[src/rtl/apb_slave_regfile.sv]
// -----------------------------------------------------------------------------
// apb_slave_regfile
//
// APB completer that holds a bank of NUM_REGS word-wide software registers.
// Each transfer takes a setup cycle, an optional fixed number of wait states,
// and a final access cycle in which S_PREADY is high.
//
// Addresses are byte addresses. The register index is S_PADDR[ADDRESS_WIDTH-1:2].
// A transfer completes with S_PSLVERR when the address is misaligned or when
// the index is outside the register bank. Writes to such an address are dropped.
//
// Optional feature macro: APB_SLV_WAIT_EN
//   defined   : a wait counter and the WAIT state are built in, and
//               WAIT_CYCLES wait states are inserted into every transfer.
//   undefined : every transfer takes two cycles and WAIT_CYCLES is ignored.
//
// Ports
//   PCLK       in   clock; all logic runs on the rising edge
//   PRESETn    in   asynchronous active-low reset
//   S_PSEL     in   slave select
//   S_PENABLE  in   access phase indicator
//   S_PWRITE   in   1 = write, 0 = read
//   S_PADDR    in   byte address [ADDRESS_WIDTH]
//   S_PWDATA   in   write data [DATA_WIDTH]
//   S_PRDATA   out  read data, valid while S_PREADY=1 on a read [DATA_WIDTH]
//   S_PREADY   out  transfer completion (registered)
//   S_PSLVERR  out  error response, valid while S_PREADY=1 (registered)
// -----------------------------------------------------------------------------
module apb_slave_regfile #(
  parameter int ADDRESS_WIDTH = 32,
  parameter int DATA_WIDTH    = 32,
  parameter int NUM_REGS      = 16,
  parameter int WAIT_CYCLES   = 2
) (
  input  logic                     PCLK,
  input  logic                     PRESETn,
  input  logic                     S_PSEL,
  input  logic                     S_PENABLE,
  input  logic                     S_PWRITE,
  input  logic [ADDRESS_WIDTH-1:0] S_PADDR,
  input  logic [DATA_WIDTH-1:0]    S_PWDATA,
  output logic [DATA_WIDTH-1:0]    S_PRDATA,
  output logic                     S_PREADY,
  output logic                     S_PSLVERR
);

  localparam int IDX_W = ADDRESS_WIDTH - 2;
  localparam int SEL_W = (NUM_REGS > 1) ? $clog2(NUM_REGS) : 1;

`ifdef APB_SLV_WAIT_EN
  typedef enum logic [1:0] {IDLE = 2'd0, WAIT = 2'd1, READY = 2'd2} state_t;
`else
  typedef enum logic [1:0] {IDLE = 2'd0, READY = 2'd2} state_t;
`endif

  state_t                  state_reg, state_next;
  logic                    write_reg, write_next;
  logic                    err_reg, err_next;
  logic [SEL_W-1:0]        sel_reg, sel_next;
  logic [DATA_WIDTH-1:0]   rlat_reg, rlat_next;
  logic [DATA_WIDTH-1:0]   prdata_reg, prdata_next;
  logic                    pready_reg, pready_next;
  logic                    pslverr_reg, pslverr_next;
  logic                    commit_we;
  logic [NUM_REGS-1:0]     reg_we;
  logic [DATA_WIDTH-1:0]   regs_reg [NUM_REGS];

`ifdef APB_SLV_WAIT_EN
  logic [3:0]              cnt_reg, cnt_next;
`else
  // WAIT_CYCLES has no effect in this build; the parameter stays so both
  // builds share one instantiation interface.
  logic [3:0]              unused_wait_cycles;
  assign unused_wait_cycles = 4'(WAIT_CYCLES);
`endif

  // Decode of the live bus address. This is used only on the setup edge;
  // everything after that works from the latched copies.
  logic [IDX_W-1:0]        live_idx;
  logic [SEL_W-1:0]        live_sel;
  logic                    live_err;
  logic [DATA_WIDTH-1:0]   live_rdata;

  assign live_idx   = S_PADDR[ADDRESS_WIDTH-1:2];
  assign live_sel   = live_idx[SEL_W-1:0];
  assign live_err   = (S_PADDR[1:0] != 2'b00) || (live_idx >= IDX_W'(NUM_REGS));
  // live_sel can point past the bank only when live_err is set, so the
  // array access is masked in that case.
  assign live_rdata = live_err ? '0 : regs_reg[live_sel];

  // One write strobe per register, which is selected by the latched index.
  genvar gi;
  generate
    for (gi = 0; gi < NUM_REGS; gi++) begin : g_we
      assign reg_we[gi] = commit_we && (sel_reg == SEL_W'(gi));
    end
  endgenerate

  always_comb begin
    state_next = state_reg;
    write_next = write_reg;
    err_next   = err_reg;
    sel_next   = sel_reg;
    rlat_next  = rlat_reg;
    commit_we  = 1'b0;
`ifdef APB_SLV_WAIT_EN
    cnt_next   = cnt_reg;
`endif
    case (state_reg)
      IDLE: begin
        // Only a real setup phase starts a transfer. PSEL together with
        // PENABLE and no preceding setup is ignored.
        if (S_PSEL && !S_PENABLE) begin
          write_next = S_PWRITE;
          err_next   = live_err;
          sel_next   = live_sel;
          rlat_next  = live_rdata;
`ifdef APB_SLV_WAIT_EN
          cnt_next   = 4'(WAIT_CYCLES);
          state_next = (WAIT_CYCLES != 0) ? WAIT : READY;
`else
          state_next = READY;
`endif
        end
      end
`ifdef APB_SLV_WAIT_EN
      WAIT: begin
        if (!S_PSEL) begin
          cnt_next   = 4'd0;
          state_next = IDLE;
        end else if (cnt_reg <= 4'd1) begin
          cnt_next   = 4'd0;
          state_next = READY;
        end else begin
          cnt_next   = cnt_reg - 4'd1;
        end
      end
`endif
      READY: begin
        if (!S_PSEL) begin
          state_next = IDLE;
        end else if (S_PENABLE) begin
          commit_we  = write_reg && !err_reg;
          state_next = IDLE;
        end
      end
      default: state_next = IDLE;
    endcase

    // The outputs are registered from the next state, so they are already
    // valid in the first cycle spent in READY.
    pready_next  = (state_next == READY);
    pslverr_next = (state_next == READY) && err_next;
    prdata_next  = ((state_next == READY) && !write_next) ? rlat_next : '0;
  end

  always_ff @(posedge PCLK or negedge PRESETn) begin
    if (!PRESETn) begin
      state_reg   <= IDLE;
      write_reg   <= 1'b0;
      err_reg     <= 1'b0;
      sel_reg     <= '0;
      rlat_reg    <= '0;
      prdata_reg  <= '0;
      pready_reg  <= 1'b0;
      pslverr_reg <= 1'b0;
`ifdef APB_SLV_WAIT_EN
      cnt_reg     <= 4'd0;
`endif
    end else begin
      state_reg   <= state_next;
      write_reg   <= write_next;
      err_reg     <= err_next;
      sel_reg     <= sel_next;
      rlat_reg    <= rlat_next;
      prdata_reg  <= prdata_next;
      pready_reg  <= pready_next;
      pslverr_reg <= pslverr_next;
`ifdef APB_SLV_WAIT_EN
      cnt_reg     <= cnt_next;
`endif
    end
  end

  // The register bank is cleared by reset, so it is built from flops and not
  // from RAM. A register changes only on a completing, error-free write.
  always_ff @(posedge PCLK or negedge PRESETn) begin
    if (!PRESETn) begin
      for (int i = 0; i < NUM_REGS; i++) begin
        regs_reg[i] <= '0;
      end
    end else begin
      for (int i = 0; i < NUM_REGS; i++) begin
        if (reg_we[i]) begin
          regs_reg[i] <= S_PWDATA;
        end
      end
    end
  end

  assign S_PRDATA  = prdata_reg;
  assign S_PREADY  = pready_reg;
  assign S_PSLVERR = pslverr_reg;

endmodule

[config.mk]
export PLATFORM = sky130hd
export DESIGN_NAME = apb_slave_regfile
export DESIGN_NICKNAME = d
export VERILOG_FILES = /design/src/rtl/apb_slave_regfile.sv
export SDC_FILE = /design/constraint.sdc
export NUM_CORES = 1
export LEC_CHECK = 0
export CAP_MARGIN = 10
export CORE_UTILIZATION = 50
export CTS_CLUSTER_SIZE = 8
export DETAILED_ROUTE_END_ITERATION = 6
export GPL_ROUTABILITY_DRIVEN = 1
export GPL_TIMING_DRIVEN = 0
export HOLD_SLACK_MARGIN = 0.08
export PLACE_DENSITY = 0.7
export SYNTH_ARGS = -nofsm -noshare
export SYNTH_HDL_FRONTEND = slang
export SYNTH_SLANG_ARGS = --single-unit
[constraint.sdc]
create_clock -name PCLK -period 2.1 [get_ports PCLK]
set_clock_uncertainty 0.15 [all_clocks]
set_input_delay 0.315 -clock PCLK [delete_from_list [all_inputs] [get_ports PCLK]]
set_output_delay 0.315 -clock PCLK [all_outputs]
set_load 0.03 [all_outputs]
==> results.py <==
metrics = {
    "clock_network": {
        "htree_levels": 3,
        "cts_buffers": 83,
        "path_clk_slew_ns": 0.05,
        "cts.sinks": 586,
        "clk_latency_ns": 0.64,
        "cts-root-buf": "clkbuf_16",
        "cts_tree": "done",
        "clk_path_buf_depth": 3,
    },
    "placed_design": {
        "io_buffer_count": 101,
        "placed_cells": 2744,
        "detailed_place_hpwl_um": 47270,
        "routabilityCongestion": 0.8782,
    },
    "global_routing": {
        "grt_max_degree": 132,
        "grt_overflow": 0,
        "gr-usage-all-layers_pct": 30.38,
        "antenna_found_initial": 1,
        "grt_pass1_wl_um": 119500,
        "grt_pass1_vias": 19188,
    },
    "die": {
        "row_count": 83,
        "die_h_um": 231.3,
        "ios": 103,
        "fp.coreArea_um2": 51610,
        "die_w_um": 231.3,
        "start_util_pct": 50.93,
        "die_area_um2": 53500,
    },
    "yosys": {
        "synth.mux.area_fraction_pct": 32.03,
        "synth_simple_gate_area_share_pct": 5.902,
        "synth_ff_type": "dfrtp_1",
        "synth_area_um2": 26290,
        "yosysTopAreaCellShare_pct": 55.78,
        "synth_area_leaders": "dfrtp_1 56%, mux2_2 22%, mux2i_1 9.7%",
        "synth_adder_area_share_pct": 0,
        "ys_warn_count": 0,
        "syn_area_per_cell_um2": 13.43,
        "ys_ff_latch": 586,
        "synth_top_area_cell": "dfrtp_1",
        "synth_cell_types": 38,
        "synth_nets": 2027,
        "synth-compound-area-share_pct": 3.646,
        "synth_xor_xnor_area_share_pct": 0,
        "synth.top_cells.by_count": "586 x dfrtp_1, 513 x mux2_2, 255 x mux2i_1",
        "synth.most_common_cell": "dfrtp_1",
        "synth_top_family_by_area": "multiplexers",
        "seq_area_frac_synth_pct": 55.78,
        "netlist_instances": 1958,
        "synth-edff-count": 0,
        "async_flop_share_pct": 100.0,
    },
    "sta": {
        "hold_viol_final": 122,
        "maxSlewHeadroom_pct": 19.18,
        "setup_slack_ns": -0.2018,
        "hold_slack_ns": -0.4435,
        "worst_slew_pin_slew_ns": 1.212,
        "maxSlewViolCount": 0,
        "setup-tns-final_ns": -35.62,
        "period_needed_ns": 2.302,
        "setup_viol": 412,
        "fin_crit_sh_pct": 109.6,
        "rsz0062_at_grt": "yes",
        "fmax_mhz": 434.5,
    },
    "routing": {
        "wl_per_cell_um": 29.61,
        "dr.first_iter.drc_count": 1573,
        "vias_per_cell": 6.372,
        "postRouteAntennaNets": 0,
        "route.detailed.drc": 0,
        "drt-total-wl_um": 85780,
        "num_vias": 18460,
        "drtPass1Iterations": 5,
    },
    "setup_path": {
        "cp_max_fo": 10,
        "required_ns": 2.43,
        "crit_type": "in -> reg",
        "reg2reg_depth": 8,
        "worst_ep_arrival_time_ns": 2.64,
        "start_kind": "primary input",
        "cp-end-kind": "register",
    },
    "cells_and_area": {
        "layout-drive-gt1-share_pct": 44.81,
        "multi_input_area_um2": 13270,
        "seq_area_um2": 14670,
        "nets": 2279,
        "fill_cells": 3462,
        "largest_reg_flops": 512,
        "syn_to_final_growth_pct": 31.32,
        "final_cells": 2897,
    },
    "power": {
        "p_total_mw": 24.90,
        "power_density_nw_per_um2": 721.2,
        "p_leak_nw": 16.29,
        "ir_worst_vdd_uv": 542.7,
    },
    "worst_hold_path": {
        "hp-class": "in -> async",
    },
    "run_status": {
        "status": "finished with violations",
        "violations": "hold timing, setup timing",
    },
    "run": {
        "drv_cap": 0,
    },
}
[critical path, stage by stage]
cell and delay [ns]:
clkdlybuf4s50_1 0.65, nand2b_2 0.46, clkbuf_4 0.31, o22ai_1 0.37, nor4_4 0.11, nor4_4 0.40
[kinds of logic (layout without fill, tap and decap cells)]
family	count (synthesis)	count (layout)
muxes	775	775
DFF	586	586
and+or+nand+nor	276	276
buffers and inverters	161	419
AOI/OAI and AO/OA	159	159
other	1	2
[metrics by stage]
step           util (%)  worst slack (ns)  area [um2]
4_1_cts           63.19           -0.1372       32620
5_1_grt           66.88           -0.2261       34520
3_5_place_dp      55.13            -1.635       28460
2_1_floorplan         -          -0.01647       26450
6_report          66.89           -0.2018       34520
3_3_place_gp      54.86            -24.61       28310
[what timing repair did]
action | in CTS | in global routing
cloned | 2 | 19
hold endpoints to repair | 122 | 122
gates resized for setup | 457 | 319
endpoints found under the setup margin | 575 | 556
pin swaps | 67 | 48
buffers inserted | 30 | 17
[layer usage]
metal | share of wire [%] | up-vias | global-route usage, %
li1 | - | 7603 | -
met1 | 40 | 9700 | 39.56
met2 | 46 | 900 | 48.62
met3 | 8.6 | 257 | 6.668
met4 | 5.0 | 0 | 13.72
met5 | 0 | - | 0
[power breakdown]
part	leakage [nW]	internal (mW)	switching [mW]
Combinational	7.05	0.562	1.07
Clock	1.08	6.99	4.82
Sequential	8.17	11.4	0.0915
Total	16.3	18.9	5.98
[worst paths after layout]
| check | slack [ns] | start | end |
|---|---|---|---|
| worst min register to register | 0.35 | regs_reg[45]$_DFFE_PN0P_ | regs_reg[45]$_DFFE_PN0P_ |
| worst max register to register | -0.19 | state_reg[0]$_DFF_PN0_ | regs_reg[58]$_DFFE_PN0P_ |
| min in group PCLK | 0.23 | S_PENABLE | S_PREADY$_DFF_PN0_ |
| max in group asynchronous | 0.44 | PRESETn | regs_reg[18]$_DFFE_PN0P_ |
| worst min-delay path | -0.44 | PRESETn | regs_reg[476]$_DFFE_PN0P_ |
| worst max-delay path | -0.20 | S_PADDR[4] | S_PRDATA[0]$_DFF_PN0_ |
[layout make-up]
type	count	area share, %
multi-input cells	1211	38.45
diodes	1	0.007248
well taps	680	2.464
clock inverters	8	0.3624
repair buffers	174	6.172
clock buffers	83	6.016
inverters	1	0.01087
plain buffers	153	4.027
flip-flops and latches	586	42.49
[placed cells by master (no fill, tap or decap), drive strengths merged, types with 2 or more instances in the layout]
cell,netlist,layout
dfrtp,586,586
mux2,519,519
mux2i,255,255
clkbuf,80,181
buf,80,128
nor4,102,102
clkdlybuf4s50,0,92
nor2,68,68
o22ai,62,62
nor3,38,38
and2,32,32
a21oi,32,32
o21bai,31,31
o21ai,31,31
nand2,12,12
dlygate4sd2,0,8
nand2b,5,5
clkinv,0,5
nor2b,4,4
inv,1,4
or4,3,3
and4,2,2
nor4b,2,2
or3,2,2
Power figures use the tool's default switching activity.
